### src/rtl/fifo_stream_pkg.sv
// Shared defaults and legal-configuration helpers for the FIFO read-side stream stage.
package fifo_stream_pkg;

  localparam int DATA_W_DEF  = 8;
  localparam int PKT_LEN_DEF = 16;
  localparam int PKT_CNT_W   = 16;
  localparam int RD_LAT_MIN  = 0;
  localparam int RD_LAT_MAX  = 1;

  function automatic bit rd_latency_ok(input int lat);
    return (lat >= RD_LAT_MIN) && (lat <= RD_LAT_MAX);
  endfunction

endpackage

### src/rtl/stream_buf.sv
// Small circular register FIFO that holds bytes between FIFO capture and stream handoff.
module stream_buf #(
  parameter int DEPTH  = 3,
  parameter int DATA_W = 8,
  parameter int OCC_W  = $clog2(DEPTH + 1)
) (
  input  logic              clk,
  input  logic              rst,
  input  logic              push,
  input  logic [DATA_W-1:0] push_data,
  input  logic              pop,
  output logic [OCC_W-1:0]  occ,
  output logic [DATA_W-1:0] head
);

  localparam int PTR_W = (DEPTH > 1) ? $clog2(DEPTH) : 1;
  localparam logic [PTR_W-1:0] LAST_PTR = PTR_W'(DEPTH - 1);
  localparam logic [OCC_W-1:0] FULL     = OCC_W'(DEPTH);

  logic [DATA_W-1:0] mem [DEPTH];
  logic [PTR_W-1:0]  rd_ptr;
  logic [PTR_W-1:0]  wr_ptr;
  logic              do_pop;
  logic              do_push;

  function automatic logic [PTR_W-1:0] ptr_inc(input logic [PTR_W-1:0] p);
    return (p == LAST_PTR) ? '0 : p + PTR_W'(1);
  endfunction

  assign do_pop  = pop && (occ != '0);
  assign do_push = push && ((occ != FULL) || do_pop);

  always_ff @(posedge clk) begin
    if (rst) begin
      rd_ptr <= '0;
      wr_ptr <= '0;
      occ    <= '0;
    end else begin
      if (do_push) wr_ptr <= ptr_inc(wr_ptr);
      if (do_pop)  rd_ptr <= ptr_inc(rd_ptr);
      if (do_push && !do_pop)      occ <= occ + OCC_W'(1);
      else if (!do_push && do_pop) occ <= occ - OCC_W'(1);
    end
  end

  // Storage carries no reset; only the pointers and occupancy qualify it.
  always_ff @(posedge clk) begin
    if (do_push) mem[wr_ptr] <= push_data;
  end

  assign head = mem[rd_ptr];

endmodule

### src/rtl/fifo_rd_stream.sv
// Drains the async FIFO read port into a valid/ready byte stream, framed into
// fixed-length packets with a wrapping count of completed packets.
module fifo_rd_stream
  import fifo_stream_pkg::*;
#(
  parameter int DATA_W     = DATA_W_DEF,
  parameter int RD_LATENCY = 1,
  parameter int PKT_LEN    = PKT_LEN_DEF,
  parameter int BUF_DEPTH  = RD_LATENCY + 2
) (
  input  logic                 rd_clk,
  input  logic                 rd_rst,
  input  logic                 fifo_empty,
  output logic                 fifo_rd_en,
  input  logic [DATA_W-1:0]    fifo_rd_data,
  output logic                 out_valid,
  input  logic                 out_ready,
  output logic [DATA_W-1:0]    out_data,
  output logic                 out_last,
  output logic [PKT_CNT_W-1:0] pkt_count
);

  localparam int OCC_W  = $clog2(BUF_DEPTH + 1);
  localparam int BEAT_W = (PKT_LEN > 1) ? $clog2(PKT_LEN) : 1;
  localparam logic [BEAT_W-1:0] LAST_BEAT = BEAT_W'(PKT_LEN - 1);
  localparam logic [OCC_W:0]    CREDITS   = (OCC_W + 1)'(BUF_DEPTH);

  if (!rd_latency_ok(RD_LATENCY) || (PKT_LEN < 1)) begin : g_bad_cfg
    $error("fifo_rd_stream: RD_LATENCY must be 0 or 1 and PKT_LEN must be at least 1");
  end

  logic [OCC_W-1:0]  occ;
  logic [DATA_W-1:0] head;
  logic              inflight;
  logic              push;
  logic              xfer;
  logic [BEAT_W-1:0] beat_cnt;

  // Credits cover both buffered bytes and pops whose data is still in the FIFO
  // read pipeline; out_ready is deliberately kept out of this path.
  assign fifo_rd_en = !rd_rst && !fifo_empty &&
                      (({1'b0, occ} + (OCC_W + 1)'(inflight)) < CREDITS);

  if (RD_LATENCY == 0) begin : g_lat0
    assign inflight = 1'b0;
    assign push     = fifo_rd_en;
  end else begin : g_lat1
    // p1: pop issued last cycle, data valid on fifo_rd_data now
    always_ff @(posedge rd_clk) begin
      if (rd_rst) inflight <= 1'b0;
      else        inflight <= fifo_rd_en;
    end
    assign push = inflight;
  end

  stream_buf #(
    .DEPTH  (BUF_DEPTH),
    .DATA_W (DATA_W),
    .OCC_W  (OCC_W)
  ) u_buf (
    .clk       (rd_clk),
    .rst       (rd_rst),
    .push      (push),
    .push_data (fifo_rd_data),
    .pop       (xfer),
    .occ       (occ),
    .head      (head)
  );

  assign out_valid = (occ != '0);
  assign xfer      = out_valid && out_ready;
  assign out_data  = out_valid ? head : '0;
  assign out_last  = out_valid && (beat_cnt == LAST_BEAT);

  // Framing state only moves on transfers, so a FIFO underrun leaves it parked.
  always_ff @(posedge rd_clk) begin
    if (rd_rst) begin
      beat_cnt  <= '0;
      pkt_count <= '0;
    end else if (xfer) begin
      beat_cnt <= (beat_cnt == LAST_BEAT) ? '0 : beat_cnt + BEAT_W'(1);
      if (out_last) pkt_count <= pkt_count + PKT_CNT_W'(1);
    end
  end

endmodule

### config.mk
export PLATFORM = sky130hd
export DESIGN_NAME = fifo_rd_stream
export DESIGN_NICKNAME = d
export VERILOG_FILES = /design/src/rtl/fifo_stream_pkg.sv /design/src/rtl/stream_buf.sv /design/src/rtl/fifo_rd_stream.sv
export SDC_FILE = /design/constraint.sdc
export NUM_CORES = 1
export LEC_CHECK = 0
export BUFFER_PORTS_ARGS = -buffer_cell sky130_fd_sc_hd__buf_2
export CAP_MARGIN = 0
export CORE_ASPECT_RATIO = 1.1
export CORE_MARGIN = 3
export CORE_UTILIZATION = 56
export CTS_CLUSTER_SIZE = 30
export DETAILED_ROUTE_END_ITERATION = 8
export GPL_ROUTABILITY_DRIVEN = 0
export PLACE_DENSITY = 0.8
export SETUP_SLACK_MARGIN = 0.5
export SLEW_MARGIN = 30
export SYNTH_ARGS = -nofsm -noshare
export SYNTH_HDL_FRONTEND = slang
export SYNTH_HIERARCHICAL = 1
export SYNTH_SLANG_ARGS = --single-unit
### constraint.sdc
create_clock -name rd_clk -period 3.82 [get_ports rd_clk]
set_clock_uncertainty 0.2 [all_clocks]
set_input_delay 0.191 -clock rd_clk [delete_from_list [all_inputs] [get_ports rd_clk]]
set_output_delay 0.191 -clock rd_clk [all_outputs]
set_load 0.02 [all_outputs]
==> summary.md, run 1 <==
| Metric | Value |
|---|---|
| Clock sinks | 53 |
| Number of nets in the final layout | 275 |
| Max Fclk | roughly 0.43 GHz |
| Setup TNS | 0 ps |
| Comb pwr share | 14.6% |
| Endpoints failing setup | 0 |
| CTS tree | yes |
| Die W | 66.9 µm |
| PD cells | between 400 and 500 mW/mm² |
| Pin count of the biggest net entering global routing | 30 |
| Setup repair bufs after CTS | 0 |
| CP Class | flip-flop to flip-flop |
| # hold bufs at CTS | 9 |
| Vias | 1,680 |
| Starting Density | 60.5% |
| Fraction of synthesis flops using an asynchronous set or reset pin | 0% |
| Slew @ Worst Pin | 781 ps |
| P_int | just over 0.8 mW |
| Root Buffer | clkbuf_8 |
| Critical-path cell list | o21ai_2 > inv_2 > nand3b_1 > nand2_1 > inv_1 > ha_1 > or3_1 > a21oi_1 |
| Clk buf depth | 2 |
| CP Buf/Inv Count | 2 |
| Post-synthesis net count | 224 |
| Setup crit end kind | flip-flop |
| Core footprint | 0.00377 mm² |
| First-pass GRT wire length | 7.03 mm |
| # Max-Cap Violations | 0 |
| M2 GR Usage | 34.0% |
| CP startpoint | u_buf/occ[0]$_SDFFE_PP0P_ |
| Crit share post-route | 61.0% |
| WL per Instance | approximately 13 µm |
| Drt initial violations | 35 |
| EDFF count, synth | 24 |
| Drt pass-1 iters | 4 |
| Worst slew margin | 47.7% |
| Full die area | 0.00488 mm² |
| Peak supply drop | around 0.00028 V |
| Final ANT Viol Nets | 0 |
| Grt total ovfl | 0 |
| Leakage | 1.10 nW |
| DRT Wirelength | 4.17 mm |
| Clock power frac | 28.1% |
| Skew-Pair Late Insertion Delay | 300 ps |
| Initial antenna violation count | 0 |
| Die H | 73.0 µm |
| Share of layout cells above drive strength 1 | 22.4% |
| GR peak layer | met2 |
| Post-CTS sizing | 0 |
| Sw Ratio | 27.3% |
| HP Start | out_ready |
| Synth cell types | 37 |
| HP Class | input port to flip-flop |
| CTS buffer count | 5 |
| Synth-to-Final Area Change | 18.6% |
| Net switching power | 0.303 mW |
| Status | complete, no violations |
| Sequential cell area fraction in the yosys report | 57.0% |
| I/O pins | 39 |
| Number of warnings issued by yosys | 6 |
| Residual DRC count | 0 |
| CP Launch Type | flip-flop |
| Met3 GRT Util | 4.31% |
| Crit-path slowest cell | dfxtp_1 |
| Met1 usage | 21.9% |
| CP delay by family, top | simple AND/OR/NAND/NOR gates |
| Critical-path maximum fanout | 10 |
| CP required | 3850 ps |
| Post-layout util | 71.8% |
| Post-synthesis register bit count | 53 |
| Seq pwr share | 57.3% |
| Antenna Cells | 0 |
| Buffers on Ports | 38 |
| HPWL after DPL | 2.87 mm |
| Unrepaired setup endpoints after global routing | false |
| Final Hold Viols | 0 |
| H-tree depth | 2 |
| Worst-path clk slew | 90 ps |
| Synthesized cell area | ~0.0023 mm² |
| Final Max Tran Viols | 0 |
| Synthesized instance count | 207 |
| Overall routing resource usage | between 10% and 20% |
| Core Rows | 23 |
| Vias in the first global route | between 1,500 and 2,000 |
| Vias per inst | 5.44 |
| Top FF cell, synth | dfxtp_1 |
| R2r startpoint | u_buf/occ[0]$_SDFFE_PP0P_ |
| Mean Syn Cell Area | 11.0 µm² |
| Crit-path max cell delay | 420 ps |
| Post-layout min period | 2330 ps |
| Critical Path AT | ~2400 ps |
[cell families after synthesis]
family,after synthesis,share of synthesized area [%]
XOR/XNOR,13,4.99
buffers and inverters,12,2.03
AO/OA/AOI/OAI,35,8.55
flip-flops,53,57.0
adder cells (fa/ha/maj),5,2.74
multiplexers,10,4.44
AND/OR/NAND/NOR,79,20.2
[through the flow]
stage / std cells / total power, mW / area [µm²] / setup slack [ps] / hold WS (ps)
global route: 309 / 1.16 / 2710 / 1320 / 83.6
floorplan: 207 / 0.751 / 2280 / 1440 / 53.4
CTS: 309 / 1.12 / 2710 / 1490 / 61.1
detailed placement: 292 / 0.804 / 2530 / 1530 / 191
finish: 309 / 1.11 / 2710 / 1490 / 57.3
global placement: 292 / 0.800 / 2530 / 1570 / 178
[cells in the mapped netlist (4+ instances only)]
| cell | n | area (µm²) |
|---|---|---|
| nor2b_1 | 10 | 62.6 |
| nand2_1 | 17 | 63.8 |
| xnor2_1 | 7 | 61.3 |
| nand3_1 | 4 | 20.0 |
| mux2i_1 | 9 | 90.1 |
| a21oi_1 | 11 | 55.1 |
| nor2_1 | 15 | 56.3 |
| xor2_1 | 6 | 52.6 |
| edfxtp_1 | 24 | 721 |
| or3_1 | 8 | 50.1 |
| ha_1 | 5 | 62.6 |
| o21ai_0 | 18 | 90.1 |
| inv_1 | 7 | 26.3 |
| nor3_1 | 4 | 20.0 |
| dfxtp_1 | 29 | 581 |
[state kept, by name, summed over array words and instances, names as in the netlist, named ones only]
register and count:
beat_cnt 4, inflight 1, pkt_count 16, u_buf/mem 24
u_buf/occ 2, u_buf/rd_ptr 2, u_buf/wr_ptr 2
[cell usage in the layout, fill, tap and decap left out, drive strengths merged]
cell type     n
buf          39
dfxtp        29
edfxtp       24
o21ai        20
nand2        17
nor2         15
a21oi        12
nor2b        10
dlygate4sd3   9
mux2i         9
inv           9
or3           8
xnor2         7
xor2          6
nand4         6
ha            5
clkbuf        5
and3          5
nand3         4
nor3          4
and4          4
a2111oi       2
o211a         1
nor4          1
mux2          1
clkinv        1
clkinvlp      1
nand3b        1
and3b         1
or4           1
nor3b         1
nand4b        1
[layer usage]
metal  up-vias  share of wire, %
li1        851                 -
met1       785                44
met2        38                50
met3         6               4.1
met4         0               1.3
met5         -                 0
[final timing paths]
path	end	slack, ps	cells after the start
max	u_buf/occ[1]$_SDFFE_PP0P_	1490	8
min	beat_cnt[1]$_SDFFE_PP0P_	60	4
max reg2reg	u_buf/occ[1]$_SDFFE_PP0P_	1490	8
min reg2reg	beat_cnt[1]$_SDFFE_PP0P_	290	2
[tightest hold or removal path, delay by kind of cell]
family | cells | cell delay, ps
AOI/OAI and AO/OA | 2 | 140
buffers and inverters | 1 | 100
and+or+nand+nor | 1 | 80
[area by class of cell]
class	count	area [µm²]
Tap cell	50	62.6
Sequential cell	53	1300
Multi-Input combinational cell	142	935
Timing Repair Buffer	48	288
Fill cell	293	1060
Clock inverter	3	21.3
Clock buffer	5	68.8
Inverter	8	30.0
[power by group through the flow]
stage | clock network, mW | registers, mW | logic (mW)
finish | 0.311 | 0.636 | 0.162
global route | 0.341 | 0.640 | 0.181
CTS | 0.320 | 0.636 | 0.163
detailed placement | 0 | 0.649 | 0.155
global placement | 0 | 0.648 | 0.151
floorplan | 0 | 0.641 | 0.110
(Power assumes the default switching activity.)
==> run 2, diff against run 1 <==
--- a/config.mk
+++ b/config.mk
@@ -9,11 +9,11 @@
 export CAP_MARGIN = 0
 export CORE_ASPECT_RATIO = 1.1
 export CORE_MARGIN = 3
-export CORE_UTILIZATION = 56
+export CORE_UTILIZATION = 50
 export CTS_CLUSTER_SIZE = 30
 export DETAILED_ROUTE_END_ITERATION = 8
 export GPL_ROUTABILITY_DRIVEN = 0
-export PLACE_DENSITY = 0.8
+export PLACE_DENSITY = 0.75
 export SETUP_SLACK_MARGIN = 0.5
 export SLEW_MARGIN = 30
 export SYNTH_ARGS = -nofsm -noshare
==> constraint.sdc (replaced) <==
create_clock -name rd_clk -period 1.9 [get_ports rd_clk]
set_clock_uncertainty 0.2 [all_clocks]
set_input_delay 0.095 -clock rd_clk [delete_from_list [all_inputs] [get_ports rd_clk]]
set_output_delay 0.095 -clock rd_clk [all_outputs]
set_load 0.02 [all_outputs]
==> run 2 against run 1 <==
The run now ends with negative setup slack left; final cell count is 9.7% higher; count of clock-buffer cells in the layout is 1 higher; die area is 11% higher; non-clock buffer count is 26 higher; fmax is 17% higher; routed wire length is 40% higher; core utilization is 6.0 points higher; combinational power grew to 4.1 times the previous value; register-to-register slack worse by 1600 ps; worst setup slack worse by 1600 ps; global-route usage is 1.4 points higher; largest power group unchanged.
==> summary.md, run 2 (synthesis results as in run 1) <==
| Metric | Value |
|---|---|
| Critical-path maximum fanout | 3 |
| Hold Path Depth | 2 |
| Final Hold Viols | 0 |
| Most common cell after layout, fill and taps aside | buf_2 |
| Dpl ws | 3.40 ps |
| Total power | between 2 and 3 mW |
| Register with the most flip-flops | u_buf/mem |
| Final Non-Filler Cells | 339 |
| Leakage | 1.32 nW |
| Root Buffer | clkbuf_8 |
| HPWL after DPL | 3.20 mm |
| CP delay by family, top | simple AND/OR/NAND/NOR gates |
| Buffers on Ports | 38 |
| Vias | 1,862 |
| Setup crit end kind | flip-flop |
| CP Buf/Inv Count | 2 |
| Slew @ Worst Pin | 596 ps |
| Peak supply drop | 0.000528 V |
| PD cells | 797 mW/mm² |
| Core footprint | 0.00435 mm² |
| Number of flip-flops under the largest register name | 24 |
| Skew-Pair Late Insertion Delay | 310 ps |
| Area of the multi-input gates | roughly 0.0012 mm² |
| Residual DRC count | 0 |
| Worst slew margin | 60.3% |
| Critical R2R Capture | u_buf/occ[1]$_SDFFE_PP0P_ |
| Filler cells | 258 |
| CTS tree | yes |
| H-tree depth | 2 |
| Endpoints failing setup | 10 |
| Setup TNS | -789 ps |
| Clk buf depth | 2 |
| Regs by FF count | u_buf/mem: 24 flops, pkt_count: 16 flops, beat_cnt: 4 flops |
| Drt initial violations | just under 60 |
| Die W | 70.4 µm |
| Crit share post-route | 105% |
| Vias per inst | approximately 5.5 |
| Worst Hold End | pkt_count[8]$_SDFFE_PP0P_ |
| Crit-path max cell delay | 370 ps |
| WL per Instance | 17.3 µm |
| Drt pass-1 iters | 5 |
| Status | finished, violations left |
| R2r startpoint | u_buf/occ[1]$_SDFFE_PP0P_ |
| Critical Path AT | 2040 ps |
| I/O pins | 39 |
| Critical-path cell list | o21ai_4 > inv_4 > nand3b_1 > nand2_2 > inv_2 > ha_4 > xor2_1 > or3_1 > a21oi_2 |
| CP Launch Type | flip-flop |
| Starting Density | 52.5% |
| DRT Wirelength | 5.85 mm |
| Worst-path clk slew | 90 ps |
| Final Max Tran Viols | 0 |
| Synth-to-Final Area Change | 48.1% |
| Register Area | 0.00135 mm² |
| Cells after DPL | roughly 300 |
| Violated checks | negative setup slack |
| Initial antenna violation count | 0 |
| Most frequent cells in the layout | buf_2, edfxtp_1, buf_6 |
| Overall routing resource usage | 20.4% |
| Post-layout min period | 1990 ps |
| Grt total ovfl | 0 |
| HP Class | input port to flip-flop |
| # Max-Cap Violations | 0 |
| Clock sinks | 53 |
| CP Class | flip-flop to flip-flop |
| Unrepaired setup endpoints after global routing | true |
| R2R cell count | 9 |
| Number of nets in the final layout | between 300 and 400 |
| Antenna Cells | 0 |
| Final WS setup | -89.5 ps |
| HP Start | rd_rst |
| Crit-path slowest cell | dfxtp_4 |
| Final ANT Viol Nets | 0 |
| Full die area | 0.00541 mm² |
| Reg2Reg Setup Slack | -90 ps |
| CTS buffer count | 5 |
| Vias in the first global route | 1,865 |
| Core Rows | 25 |
| Die H | 76.9 µm |
| Max Fclk | 0.503 GHz |
| First-pass GRT wire length | 8.81 mm |
| CP required | 1950 ps |
| Pin count of the biggest net entering global routing | 30 |
| Share of layout cells above drive strength 1 | 48.8% |
[run 2: cell count changes in the layout (fill, tap and decap cells not counted), sizes merged]
cell | before | now
bufinv | 0 | 1
buf | 39 | 65
inv | 9 | 7
clkbuf | 5 | 6
[run 2: per-stage QoR]
step	instance area [µm²]	util, %	hold WS [ps]
after global placement	2690	61.8	104
after CTS	3230	74.3	60.4
after floorplan	2390	-	-45.6
final	3380	77.8	71.9
after detailed placement	2690	61.8	104
after global routing	3380	77.8	106
[run 2: how the worst max path moves through the flow]
stage / endpoint / start / cells after the start
3_3_place_gp: u_buf/occ[1]$_SDFFE_PP0P_ / u_buf/occ[1]$_SDFFE_PP0P_ / 9
4_1_cts: fifo_rd_en / u_buf/occ[0]$_SDFFE_PP0P_ / 5
3_5_place_dp: u_buf/occ[1]$_SDFFE_PP0P_ / u_buf/occ[1]$_SDFFE_PP0P_ / 9
2_1_floorplan: u_buf/occ[1]$_SDFFE_PP0P_ / u_buf/occ[1]$_SDFFE_PP0P_ / 9
5_1_grt: u_buf/occ[1]$_SDFFE_PP0P_ / u_buf/occ[1]$_SDFFE_PP0P_ / 9
6_report: u_buf/occ[1]$_SDFFE_PP0P_ / u_buf/occ[1]$_SDFFE_PP0P_ / 9
[run 2: area by class of cell]
type	count	share of cell area, %
Clock buffer	6	2.15
Clock inverter	2	1.15
Inverter	8	1.15
Multi-Input combinational cell	142	36.4
Sequential cell	53	39.8
Tap cell	54	2.00
Timing Repair Buffer	74	17.3
[run 2: power by group]
group / leakage [nW] / internal, mW / switching [mW] / total [mW]
Sequential: 0.465 / 1.23 / 0.0370 / 1.27
Clock: 0.0554 / 0.396 / 0.372 / 0.767
Combinational: 0.804 / 0.328 / 0.331 / 0.659
Total: 1.32 / 1.96 / 0.740 / 2.70
[run 2: repair_timing]
| item | in CTS | in global routing |
|---|---|---|
| endpoints found under the setup margin | 60 | 60 |
| gates resized for setup | 56 | 25 |
| setup buffers | 13 | 7 |
| pin swaps | 17 | 14 |
| hold endpoints to repair | 25 | 0 |
| hold buffers | 9 | 0 |
[run 2: layer usage]
layer	GRT usage [%]	vias up	wire length (µm)
met5	0	-	0
met4	7.85	0	180
met3	4.98	18	223
met2	36.6	45	3280
met1	23.1	900	2170
li1	-	899	-
